[config.mk]
export PLATFORM = sky130hd
export DESIGN_NAME = sha256_w_sched_iter
export DESIGN_NICKNAME = d
export VERILOG_FILES = /design/src/rtl/sha256_pkg.sv /design/src/rtl/sha256_w_expand.sv /design/src/rtl/sha256_w_sched_iter.sv
export SDC_FILE = /design/constraint.sdc
export NUM_CORES = 2
export LEC_CHECK = 0
export CAP_MARGIN = 20
export CORE_AREA = 2 2 417 419
export CTS_CLUSTER_DIAMETER = 60
export DETAILED_ROUTE_END_ITERATION = 16
export DIE_AREA = 0 0 419 421
export GPL_ROUTABILITY_DRIVEN = 0
export PLACE_DENSITY_LB_ADDON = 0.12
export SYNTH_ARGS = -nofsm -noshare
export SYNTH_HDL_FRONTEND = slang
export SYNTH_HIERARCHICAL = 1
export SYNTH_SLANG_ARGS = --single-unit
[constraint.sdc]
create_clock -name CLK -period 9.1 [get_ports CLK]
set_clock_uncertainty 0.05 [all_clocks]
set_input_delay 1.82 -clock CLK [delete_from_list [all_inputs] [get_ports CLK]]
set_output_delay 1.82 -clock CLK [all_outputs]
set_load 0.005 [all_outputs]
[src/rtl/sha256_pkg.sv]
// Shared SHA-256 types, sizes and bit-mixing functions.
// Used by the schedule, W-memory and compression stages.
package sha256_pkg;

  localparam int WORD_W  = 32;
  localparam int BLOCK_W = 512;
  localparam int NUM_W   = 16;

  typedef logic [WORD_W-1:0] word_t;

  typedef enum logic {
    IDLE,
    RUN
  } state_e;

  function automatic word_t rotr(
    input word_t       x,
    input int unsigned n
  );
    return (x >> n) | (x << (WORD_W - n));
  endfunction

  function automatic word_t sig0(input word_t x);
    return rotr(x, 7) ^ rotr(x, 18) ^ (x >> 3);
  endfunction

  function automatic word_t sig1(input word_t x);
    return rotr(x, 17) ^ rotr(x, 19) ^ (x >> 10);
  endfunction

  function automatic word_t bsig0(input word_t x);
    return rotr(x, 2) ^ rotr(x, 13) ^ rotr(x, 22);
  endfunction

  function automatic word_t bsig1(input word_t x);
    return rotr(x, 6) ^ rotr(x, 11) ^ rotr(x, 25);
  endfunction

endpackage

[src/rtl/sha256_w_expand.sv]
// Combinational next schedule word from a 16-word window.
// w0/w1/w9/w14 are W_t, W_t+1, W_t+9, W_t+14; result is W_t+16.
module sha256_w_expand
  import sha256_pkg::*;
(
  input  logic [WORD_W-1:0] w0,
  input  logic [WORD_W-1:0] w1,
  input  logic [WORD_W-1:0] w9,
  input  logic [WORD_W-1:0] w14,
  output logic [WORD_W-1:0] w_new
);

  assign w_new = sig1(w14) + w9 + sig0(w1) + w0;

endmodule

[src/rtl/sha256_w_sched_iter.sv]
// Iterative SHA-256 message schedule: one block in, W_0..W_N-1 out.
// Holds a 16-word sliding window that downstream stages may tap.
module sha256_w_sched_iter
  import sha256_pkg::*;
#(
  parameter int NUM_ROUNDS = 64
) (
  input  logic               CLK,
  input  logic               RST,
  input  logic               in_valid,
  output logic               in_ready,
  input  logic [BLOCK_W-1:0] block_in,
  output logic               out_valid,
  input  logic               out_ready,
  output logic [WORD_W-1:0]  out_w,
  output logic [5:0]         out_t,
  output logic               out_last,
  output logic [BLOCK_W-1:0] window_out
);

  localparam logic [5:0] LAST_T = 6'(NUM_ROUNDS - 1);

  // Element 0 sits in the top word, matching block_in layout.
  typedef logic [0:NUM_W-1][WORD_W-1:0] win_t;

  state_e            state_q, state_d;
  logic [5:0]        t_q, t_d;
  win_t              win_q, win_d;
  logic [WORD_W-1:0] w_new;
  logic              run;
  logic              at_last;
  logic              fire;
  logic              load;

  sha256_w_expand u_expand (
    .w0    (win_q[0]),
    .w1    (win_q[1]),
    .w9    (win_q[9]),
    .w14   (win_q[14]),
    .w_new (w_new)
  );

  assign run     = (state_q == RUN);
  assign at_last = run && (t_q == LAST_T);
  assign fire    = run && out_ready;
  assign load    = in_valid && in_ready;

  always_ff @(posedge CLK or negedge RST) begin
    if (!RST) begin
      state_q <= IDLE;
      t_q     <= '0;
      win_q   <= '0;
    end else begin
      state_q <= state_d;
      t_q     <= t_d;
      win_q   <= win_d;
    end
  end

  // Conditions are disjoint: load can only coincide with the last beat.
  always_comb begin
    state_d = state_q;
    t_d     = t_q;
    win_d   = win_q;
    unique case (1'b1)
      load: begin
        state_d = RUN;
        t_d     = '0;
        win_d   = win_t'(block_in);
      end
      fire && !at_last: begin
        t_d   = t_q + 6'd1;
        win_d = win_t'({win_q[1:NUM_W-1], w_new});
      end
      fire && at_last && !in_valid: begin
        state_d = IDLE;
      end
      default: ;
    endcase
  end

  always_comb begin
    in_ready   = RST && (!run || (at_last && out_ready));
    out_valid  = run;
    out_w      = run ? win_q[0] : '0;
    out_t      = run ? t_q : '0;
    out_last   = at_last;
    window_out = BLOCK_W'(win_q);
  end

endmodule

==> results.ini <==
[synthesis]
ys_types=55
synth-seq-cells=519
synth_flop_cell=dfrtp_1
syn_avg_cell_area_um2=9.62
synth_area_um2=33100
synthCells=3444
synth_sequential_area_ratio_pct=39.2
yosysWarnings=6
synth-edff-count=0
syn-num-nets=4054
async_flop_share_pct=100

[clock_network]
clockBufferDepth=3
clock-sinks=519
cts_tree=done
clk_pin_slew_ns=0.05
clkLatencyLatePin_ns=0.70
post-cts-setup-buffers=0
cts-root-buf=clkbuf_16
hold_buffers=0
htree_levels=3
post_cts_resized=0
cts_buffers=93

[layout]
fin_nets=4981
design_area_um2=49300
fin_cells=6785
area_growth_pct=48.8
drive_above_1_share_pct=12.0

[critical_path]
worst-setup-path-type=in -> out
endpoint_kind=primary output
start_kind=input pin
crit_fanout=6
required_ns=7.23
rr_worst_depth=16
arrival_ns=3.34

[sta]
timing.setup.tns_ns=0
max_slew_margin_pct=24.1
rsz0062_at_grt=false
fmax_mhz=192
finalCritPeriodShare_pct=57.2
slew_violations=0
tightestPinTransition_ns=1.14
post-route-min-period_ns=5.21
hold_violations=0
setup_viol=0

[route]
vias_per_cell=4.52
ant_nets=0
post-route-drc-count=0
drt-total-wl_um=202000
vias=30600
wl_per_cell_um=29.7
first_pass_iters=5
first_iter_violations=1911

[grt]
grt_max_degree=157
grt_pass1_wl_um=275000
overflow=0
antenna_found_initial=41
grt_pass1_vias=31700
grt_use_total_pct=22.2

[worst_hold_path]
worstHoldPathCells=2
worst_hold_path_type=reg -> reg

[run_status]
status=finished clean

[placed_design]
dp_cells=6601
placed_area_um2=46000
dp_hpwl_um=153000
io_buffers=1068

[die]
dieHeight_um=421
io_pins=1069
die-area_um2=176000
row_count=153
dieWidth_um=419
initial_core_util_pct=19.2
core_um2=172000

[power]
cellPowerDensity_nw_per_um2=389
ir_drop_uv=295
finalPower_w=0.0192
leakage_nw=22.7

[flow_run]
cap_violations=0

[layer usage]
metal  vias up  part of all wire (%)  track usage, %
met1     15500                    39            26.1
li1      13800                     -               -
met4        42                   3.5            7.58
met2       995                    50            38.9
met5         -                  0.14               0
met3       252                   6.7            5.65
[cell usage after synthesis (all sizes together) (2+ instances only)]
cell / number / area [µm²]
and3: 8 / 50.1
o211ai: 2 / 20.0
nor4: 2 / 12.5
a31o: 3 / 26.3
a211oi: 519 / 3910
nand2b: 4 / 25.0
o21a: 3 / 22.5
inv: 1130 / 4240
a21oi: 36 / 188
xor2: 32 / 280
or3: 2 / 12.5
a22o: 2 / 17.5
nor3: 7 / 40.0
fa: 62 / 1240
nor2: 50 / 195
nand3: 7 / 35.0
o21ai: 22 / 114
a221oi: 513 / 6370
a21o: 10 / 75.1
and2: 8 / 50.1
xnor2: 116 / 1020
nand4: 5 / 31.3
clkbuf: 187 / 703
nand2: 28 / 105
a221o: 2 / 20.0
dfrtp: 519 / 13000
a21boi: 3 / 22.5
a211o: 2 / 17.5
nor2b: 4 / 25.0
ha: 32 / 400
buf: 108 / 753
a311o: 2 / 20.0
a31oi: 5 / 31.3
[path summary, 6_finish.rpt]
| kind | slack, ns | end | start |
|---|---|---|---|
| max in group asynchronous | 5.52 | window_out[416] | RST |
| hold / removal | 0.49 | window_out[206] | window_out[206] |
| min in group asynchronous | 1.03 | window_out[499] | RST |
| setup / recovery | 3.89 | in_ready | out_ready |
| setup reg to reg | 4.10 | window_out[26] | window_out[468] |
| hold reg to reg | 0.49 | window_out[206] | window_out[206] |
[cell usage in the layout, fill, tap and decap left out, types with 34 or more instances in the layout]
cell	n
dfrtp_1	518
nor2_1	49
a21oi_1	34
clkbuf_16	94
a221oi_2	300
buf_4	43
a211oi_1	517
a221oi_1	213
clkdlybuf4s50_1	1067
xnor2_1	116
inv_1	1130
fa_1	62
[logic make-up (layout without fill, tap and decap cells)]
group | Yosys count | after routing | share of synthesized area (%)
adder cells (fa/ha/maj) | 94 | 94 | 4.95
other | 0 | 11 | 0
flip-flops | 519 | 519 | 39.2
AO/OA/AOI/OAI | 1127 | 1127 | 32.8
multiplexers | 1 | 1 | 0.0340
XOR/XNOR | 148 | 148 | 3.91
buffers and inverters | 1425 | 2430 | 17.2
AND/OR/NAND/NOR | 130 | 130 | 1.90
[area by class of cell]
type,instances,area [µm²]
diodes,11,27.5
clock buffers,130,2670
clock inverters,43,657
fillers,18500,123000
inverters,1130,4240
multi-input cells,1500,14500
flip-flops and latches,519,13000
well taps,2325,2910
repair buffers,1127,11300
[worst max-delay path: stages]
cell and delay [ns]:
clkdlybuf4s50_1 0.64, nand3_1 0.12, a21boi_0 0.23, clkdlybuf4s50_1 0.53
[sequential cells by signal (all words and copies together) (netlist names)]
signal / count
t_q: 6
out_valid: 1
window_out: 512
[per-stage QoR]
stage	hold WS, ns	utilization (%)	setup slack [ns]
floorplan	0.428	-	4.98
detailed placement	0.486	26.6	3.92
global route	0.517	28.6	3.83
CTS	0.494	28.6	3.90
finish	0.494	28.6	3.89
global placement	0.471	26.6	3.94
[report_power, final]
group	switching [W]	leakage, nW	internal [W]	total, W
logic	0.00636	15.9	0.00479	0.0111
registers	0.00122	5.14	0.00298	0.00421
clock network	0.00140	1.62	0.00242	0.00382
No activity file was read; power rests on OpenSTA's default activity.
